### config.mk
export PLATFORM = sky130hd
export DESIGN_NAME = fetch_queue
export DESIGN_NICKNAME = d
export VERILOG_FILES = /design/src/rtl/fetch_queue_pkg.sv /design/src/rtl/fetchq_mem.sv /design/src/rtl/fetch_queue.sv
export SDC_FILE = /design/constraint.sdc
export NUM_CORES = 1
export LEC_CHECK = 0
export BUFFER_PORTS_ARGS = -buffer_cell sky130_fd_sc_hd__buf_4
export CORE_ASPECT_RATIO = 1.4
export CORE_MARGIN = 1.5
export CORE_UTILIZATION = 35
export CTS_CLUSTER_SIZE = 8
export DETAILED_ROUTE_END_ITERATION = 8
export HOLD_SLACK_MARGIN = 0.02
export PLACE_DENSITY = 0.59
export SETUP_SLACK_MARGIN = 0.4
export SLEW_MARGIN = 20
export SYNTH_ARGS = -nofsm -noshare
export SYNTH_HDL_FRONTEND = slang
export SYNTH_SLANG_ARGS = --single-unit
### constraint.sdc
create_clock -name clock_i -period 6.6 [get_ports clock_i]
set_input_delay 0 -clock clock_i [delete_from_list [all_inputs] [get_ports clock_i]]
set_output_delay 0 -clock clock_i [all_outputs]
set_load 0.02 [all_outputs]
### src/rtl/fetch_queue_pkg.sv
// -----------------------------------------------------------------------------
// fetch_queue_pkg
//   Shared definitions for the fetch queue:
//   - field widths of a fetch packet (PC 32, data 64, slot mask 2)
//   - slot offsets inside the 64-bit data word (slot 0 high, slot 1 low)
//   - the bubble constant driven on an empty or invalid slot
//   - the packed packet record stored per queue entry (98 bits)
//   Optional feature macro used by fetch_queue: FETCHQ_BYPASS_EN
//   (zero-latency pass-through of a packet into an empty queue).
// -----------------------------------------------------------------------------
package fetch_queue_pkg;

  localparam int PC_W      = 32;
  localparam int DATA_W    = 64;
  localparam int MASK_W    = 2;
  localparam int INST_W    = 32;
  localparam int SLOT0_LSB = 32;
  localparam int SLOT1_LSB = 0;

  localparam logic [INST_W-1:0] BUBBLE_INST = '0;

  // Field order gives entry bits [97:66] pc, [65:2] data, [1:0] mask.
  typedef struct packed {
    logic [PC_W-1:0]   pc;
    logic [DATA_W-1:0] data;
    logic [MASK_W-1:0] mask;
  } fetch_pkt_t;

  // Instruction for one slot, or the bubble when that slot is not valid.
  function automatic logic [INST_W-1:0] slot_inst(input fetch_pkt_t pkt,
                                                  input logic       slot1);
    logic [INST_W-1:0] inst;
    inst = slot1 ? pkt.data[SLOT1_LSB +: INST_W] : pkt.data[SLOT0_LSB +: INST_W];
    return pkt.mask[slot1] ? inst : BUBBLE_INST;
  endfunction

endpackage

### src/rtl/fetchq_mem.sv
// -----------------------------------------------------------------------------
// fetchq_mem
//   DEPTH x 98-bit packet storage: one synchronous write port, one
//   combinational read port. Contents are not cleared by reset; the queue
//   control never presents an entry that has not been written.
//   Ports:
//     clock_i  rising-edge clock
//     wr_en    write strobe
//     wr_addr  entry written when wr_en is high
//     wr_pkt   packet written
//     rd_addr  entry presented on rd_pkt
//     rd_pkt   packet stored at rd_addr (combinational)
// -----------------------------------------------------------------------------
module fetchq_mem
  import fetch_queue_pkg::*;
#(
  parameter int DEPTH = 4
) (
  input  logic                       clock_i,
  input  logic                       wr_en,
  input  logic [$clog2(DEPTH)-1:0]   wr_addr,
  input  fetch_pkt_t                 wr_pkt,
  input  logic [$clog2(DEPTH)-1:0]   rd_addr,
  output fetch_pkt_t                 rd_pkt
);

  localparam int AW = $clog2(DEPTH);

  fetch_pkt_t entry_q [DEPTH];

  // One register per entry so each has its own decoded write enable.
  for (genvar gi = 0; gi < DEPTH; gi++) begin : g_entry
    fetch_pkt_t slot_reg;

    always_ff @(posedge clock_i) begin
      if (wr_en && (wr_addr == AW'(gi))) begin
        slot_reg <= wr_pkt;
      end
    end

    assign entry_q[gi] = slot_reg;
  end

  assign rd_pkt = entry_q[rd_addr];

endmodule

### src/rtl/fetch_queue.sv
// -----------------------------------------------------------------------------
// fetch_queue
//   Decoupling queue between F2/imem and the decode buffer. Stores fetch
//   packets (PC, two instructions, slot valid mask), shows the oldest one to
//   decode, throttles F1 while keeping one slot free for the packet already
//   in flight, and on a redirect discards both the queue and that in-flight
//   wrong-path packet (the "shadow" cycle after a flush).
//   Optional feature: define FETCHQ_BYPASS_EN to let a packet arriving at an
//   empty queue appear on the head outputs in the same cycle; if decode
//   takes it in that cycle it is never written.
//   Ports:
//     clock_i, reset_i            clock, synchronous active-high reset
//     flush_i                     redirect: clear queue, drop next push
//     push_valid_i/pc/data/mask   packet delivered by F2
//     pop_ready_i                 decode consumes the head packet
//     fetch_we_o                  F1 may issue a new fetch
//     inst0_o/inst1_o,
//     valid0_o/valid1_o, pc_o     head packet (all zero when empty)
//     count_o                     occupied entries
//     overflow_o                  sticky: a push was dropped while full
// -----------------------------------------------------------------------------
module fetch_queue
  import fetch_queue_pkg::*;
#(
  parameter int DEPTH = 4
) (
  input  logic                     clock_i,
  input  logic                     reset_i,
  input  logic                     flush_i,
  input  logic                     push_valid_i,
  input  logic [PC_W-1:0]          push_pc_i,
  input  logic [DATA_W-1:0]        push_data_i,
  input  logic [MASK_W-1:0]        push_mask_i,
  input  logic                     pop_ready_i,
  output logic                     fetch_we_o,
  output logic [INST_W-1:0]        inst0_o,
  output logic [INST_W-1:0]        inst1_o,
  output logic                     valid0_o,
  output logic                     valid1_o,
  output logic [PC_W-1:0]          pc_o,
  output logic [$clog2(DEPTH):0]   count_o,
  output logic                     overflow_o
);

  localparam int AW = $clog2(DEPTH);
  localparam int CW = AW + 1;
  localparam logic [CW-1:0] FULL_COUNT = CW'(DEPTH);
  // F1 may only advance while two or more slots are free: one for the
  // packet it is about to fetch and one for the packet already in imem.
  localparam logic [CW-1:0] FETCH_LIMIT = CW'(DEPTH - 2);

  logic [AW-1:0] rd_ptr_reg;
  logic [AW-1:0] wr_ptr_reg;
  logic [CW-1:0] count_reg;
  logic          shadow_reg;
  logic          overflow_reg;

  fetch_pkt_t push_pkt;
  fetch_pkt_t head_pkt;
  fetch_pkt_t shown_pkt;

  logic is_empty;
  logic is_full;
  logic push_offered;
  logic pop_fire;
  logic push_fire;
  logic push_drop;
  logic bypass_hit;
  logic bypass_take;
  logic mem_we;
  logic show_valid;

  assign push_pkt = '{pc: push_pc_i, data: push_data_i, mask: push_mask_i};

  assign is_empty     = (count_reg == '0);
  assign is_full      = (count_reg == FULL_COUNT);
  // A push is only considered outside a flush and its shadow cycle.
  assign push_offered = push_valid_i && !flush_i && !shadow_reg;

`ifdef FETCHQ_BYPASS_EN
  assign bypass_hit = push_offered && is_empty;
`else
  assign bypass_hit = 1'b0;
`endif
  // Bypassed packet consumed by decode directly: it never occupies an entry.
  assign bypass_take = bypass_hit && pop_ready_i;

  assign pop_fire  = pop_ready_i && !is_empty && !flush_i;
  assign push_fire = push_offered && (!is_full || pop_fire);
  assign push_drop = push_offered && is_full && !pop_fire;
  assign mem_we    = push_fire && !bypass_take && !reset_i;

  fetchq_mem #(.DEPTH(DEPTH)) u_mem (
    .clock_i (clock_i),
    .wr_en   (mem_we),
    .wr_addr (wr_ptr_reg),
    .wr_pkt  (push_pkt),
    .rd_addr (rd_ptr_reg),
    .rd_pkt  (head_pkt)
  );

  always_ff @(posedge clock_i) begin
    if (reset_i) begin
      rd_ptr_reg   <= '0;
      wr_ptr_reg   <= '0;
      count_reg    <= '0;
      shadow_reg   <= 1'b0;
      overflow_reg <= 1'b0;
    end else if (flush_i) begin
      rd_ptr_reg <= '0;
      wr_ptr_reg <= '0;
      count_reg  <= '0;
      shadow_reg <= 1'b1;
    end else begin
      shadow_reg <= 1'b0;
      if (mem_we) begin
        wr_ptr_reg <= wr_ptr_reg + 1'b1;
      end
      if (pop_fire) begin
        rd_ptr_reg <= rd_ptr_reg + 1'b1;
      end
      case ({mem_we, pop_fire})
        2'b10:   count_reg <= count_reg + 1'b1;
        2'b01:   count_reg <= count_reg - 1'b1;
        default: count_reg <= count_reg;
      endcase
      if (push_drop) begin
        overflow_reg <= 1'b1;
      end
    end
  end

  // Head view: stored head, the bypassed packet, or an all-zero bubble.
  assign show_valid = !reset_i && (!is_empty || bypass_hit);
  assign shown_pkt  = bypass_hit ? push_pkt : head_pkt;

  assign valid0_o = show_valid && shown_pkt.mask[0];
  assign valid1_o = show_valid && shown_pkt.mask[1];
  assign inst0_o  = show_valid ? slot_inst(shown_pkt, 1'b0) : BUBBLE_INST;
  assign inst1_o  = show_valid ? slot_inst(shown_pkt, 1'b1) : BUBBLE_INST;
  assign pc_o     = show_valid ? shown_pkt.pc : '0;

  assign count_o    = count_reg;
  assign overflow_o = overflow_reg;
  assign fetch_we_o = !reset_i && !flush_i && (count_reg <= FETCH_LIMIT);

endmodule
==> impl_results.md <==
* Failing checks: design-rule violations
* Internal at between 4 and 5 mW
* Hold WC Path Type: input port to register
* RSZ-0062 raised after global routing: no
* Vias/cell at 4.88
* ANT nets after route at 0
* Cell count after synthesis at 684
* Maximum root-to-sink buffer count at 3
* Synth warnings at 0
* Clk pwr share at 0.456
* Area leader, netlist: edfxtp_1
* Crit path max-delay family: flip-flops
* Slew Viols, Final at 0
* Asr flop ratio synth at 0
* Tcrit/Tclk final at 0.460
* Total wire length at between 30000 and 40000 um
* Mapped Nets at 793
* Total GRT Usage at 0.144
* Largest net degree at the start of global routing at 66
* CTS tree: yes
* Hold-fix buffers, CTS at approximately 110
* Routed len/inst at 20.4 um
* Power per cell area at roughly 280 mW/mm^2
* Total congestion overflow at 0
* Clock Skew at between 0.02 and 0.025 ns
* Sw Share at 0.193
* PortBufs at 205
* Cell with the most instances after synthesis: edfxtp_1
* Worst Path Max Fanout at 61
* CP Launch Type: register
* Tightest Pin Transition at approximately 1.1 ns
* Num CTS Buffers at 56
* Crit path arrival time at just over 3 ns
* CTS resizes at 0
* Mapped Area at roughly 0.015 sq mm
* Setup-failing EPs final at 0
* Hold Vio Cnt, Final at 0
* Layout cells sized above 1 at 0.370
* Worst-path clk slew at approximately 0.05 ns
* Placeable Area at roughly 0.043 sq mm
* Worst vdd rail ir drop at ~0.21 mV
* # IOs at about 200
* Cell Rows at 90
* CP max stage cell: dfxtp_4
* Sum Neg Setup Slack at 0 ns
* Sw power at approximately 1.1 mW
* DR vias at 7767
* Slowest stage delay, CP at approximately 0.93 ns
* Pre-Repair DR Iteration Count at 8
* DRT iter0 DRCs at 511
* Required @ worst endpoint at ~6.6 ns
* Fmax at between 0.3 and 0.4 GHz
* DIE HEIGHT at around 250 um
* Largest register FFs at between 300 and 400
* Number of library cell types mapped by synthesis at 37
* Synth cell count leaders: 392 x edfxtp_1, 96 x mux4_2, 62 x and2_1
* Flop pwr share at 0.510
* Final net count at approximately 1100
* Die width at around 180 um
* H-tree depth at 2
* Sink Count at between 400 and 500
* CP endpoint kind: output port
* Filler cells at 3708
* Sequential cell area fraction in the yosys report at 0.776
* Critical path class: register to output port
* Slew margin rel. at 0.283
* Ranking of synthesized cells by area: edfxtp_1 76%, mux4_2 14%, and2_1 2.5%, and3_1 1.5%, dfxtp_1 1.2%
* Die ar. at between 0.04 and 0.05 sq mm
* Area Overhead vs Synth at 30.5%
* Dpl hpwl at between 15000 and 20000 um
* Post-route minimum period at 3.03 ns
* Initial Util at 0.356
* CTS root buffer: clkbuf_16
* DRC Markers at 10
* Area fraction of the dominant cell type after synthesis at 0.765
* LEAKAGE at roughly 6.9 nW
* Setup bufs post-CTS at 0
* # Max-Cap Violations at 0
* Register bit total from synthesis at ~400
* Post-synth top flop: edfxtp_1
* Pwr Total at between 5 and 6 mW
* Post-synth EDFFs at between 300 and 400
* CP cell instances: buf_12 > mux4_2 > and3_1 > buf_4
* Initial antenna violation count at 1
* Vias in the first global route at ~8600
* Status: finished, violations left
* Gate power share at 0.034
* Clk_lat worst skew at about 0.58 ns
* Syn_area_per_cell at between 20 and 25 sq um
* GPL Wtd Cong at between 0.6 and 0.7
* First-pass GRT wire length at 49400 um
* Buf/Inv on CP at 2
## cells by family after synthesis
logic type                 share of synthesized area
adders and majority gates                    0.00536
buffers and inverters                         0.0179
and+or+nand+nor                               0.0505
xor gates and xnor gates                     0.00114
AOI/OAI and AO/OA                            0.00504
muxes                                          0.144
DFF                                            0.776
## layout make-up
class / instances / area [sq um] / share of cell area
Antenna cell: 1 / 2.50 / 0.000125
Clock buffer: 65 / 1440 / 0.0715
Clock inverter: 5 / 100 / 0.00498
Inverter: 8 / 30.0 / 0.00150
Multi-Input combinational cell: 240 / 3200 / 0.159
Sequential cell: 401 / 12000 / 0.595
Tap cell: 552 / 691 / 0.0344
Timing Repair Buffer: 319 / 2670 / 0.133
## placed cells by master (no fill, tap or decap), types with 2 or more instances in the layout
| cell type | instances |
|---|---|
| nor2_1 | 6 |
| dfxtp_1 | 7 |
| o21ai_0 | 2 |
| and3_1 | 32 |
| ha_1 | 5 |
| or3_1 | 3 |
| buf_4 | 212 |
| and3_4 | 6 |
| xor2_1 | 2 |
| a21oi_1 | 3 |
| clkbuf_1 | 9 |
| nand3_1 | 2 |
| edfxtp_1 | 392 |
| and2_1 | 62 |
| mux4_2 | 96 |
| clkbuf_16 | 56 |
| dlygate4sd3_1 | 106 |
| and2_4 | 3 |
| inv_1 | 8 |
| dfxtp_4 | 2 |
| mux4_1 | 2 |
## power by group through the flow
stage / Combinational [mW] / Clock, mW / Sequential, mW
global placement: 0.136 / 0 / 2.88
detailed placement: 0.140 / 0 / 2.88
global route: 0.205 / 2.70 / 2.83
CTS: 0.192 / 2.60 / 2.83
floorplan: 0.0430 / 0 / 2.88
finish: 0.189 / 2.53 / 2.83
## metrics by stage
step	setup slack [ns]	hold slack (ns)	utilization	std cells	area, sq um
2_1_floorplan	2.88	0.0716	-	684	15400
3_3_place_gp	3.38	0.198	0.404	1414	17500
3_5_place_dp	3.29	0.199	0.404	1414	17500
4_1_cts	3.29	0.126	0.464	1590	20100
5_1_grt	3.30	0.134	0.464	1591	20100
6_report	3.57	0.162	0.464	1591	20100
## worst paths after layout
check,startpoint,to,slack [ns],cells after the start
setup / recovery,rd_ptr_reg[0],pc_o[29],3.57,4
hold / removal,push_pc_i[12],u_mem.entry_q[274],0.16,2
setup reg to reg,shadow_reg,u_mem.entry_q[122],3.69,3
hold reg to reg,wr_ptr_reg[1],wr_ptr_reg[1],0.57,2
## layer usage
layer / part of all wire / GRT usage / wire length (um) / up-vias
met2: 0.53 / 0.256 / 17000 / 194
met5: 0 / 0 / 0 / -
met3: 0.042 / 0.0272 / 1370 / 48
met4: 0.020 / 0.0490 / 655 / 0
met1: 0.41 / 0.176 / 13400 / 4046
li1: - / - / - / 3479
## worst register-to-register path, cell delays in order, from the launching register on
cell	delay (ns)
dfxtp_1	0.31
nor4b_2	0.50
and3_4	0.99
buf_4	0.71
Power figures use the tool's default switching activity.
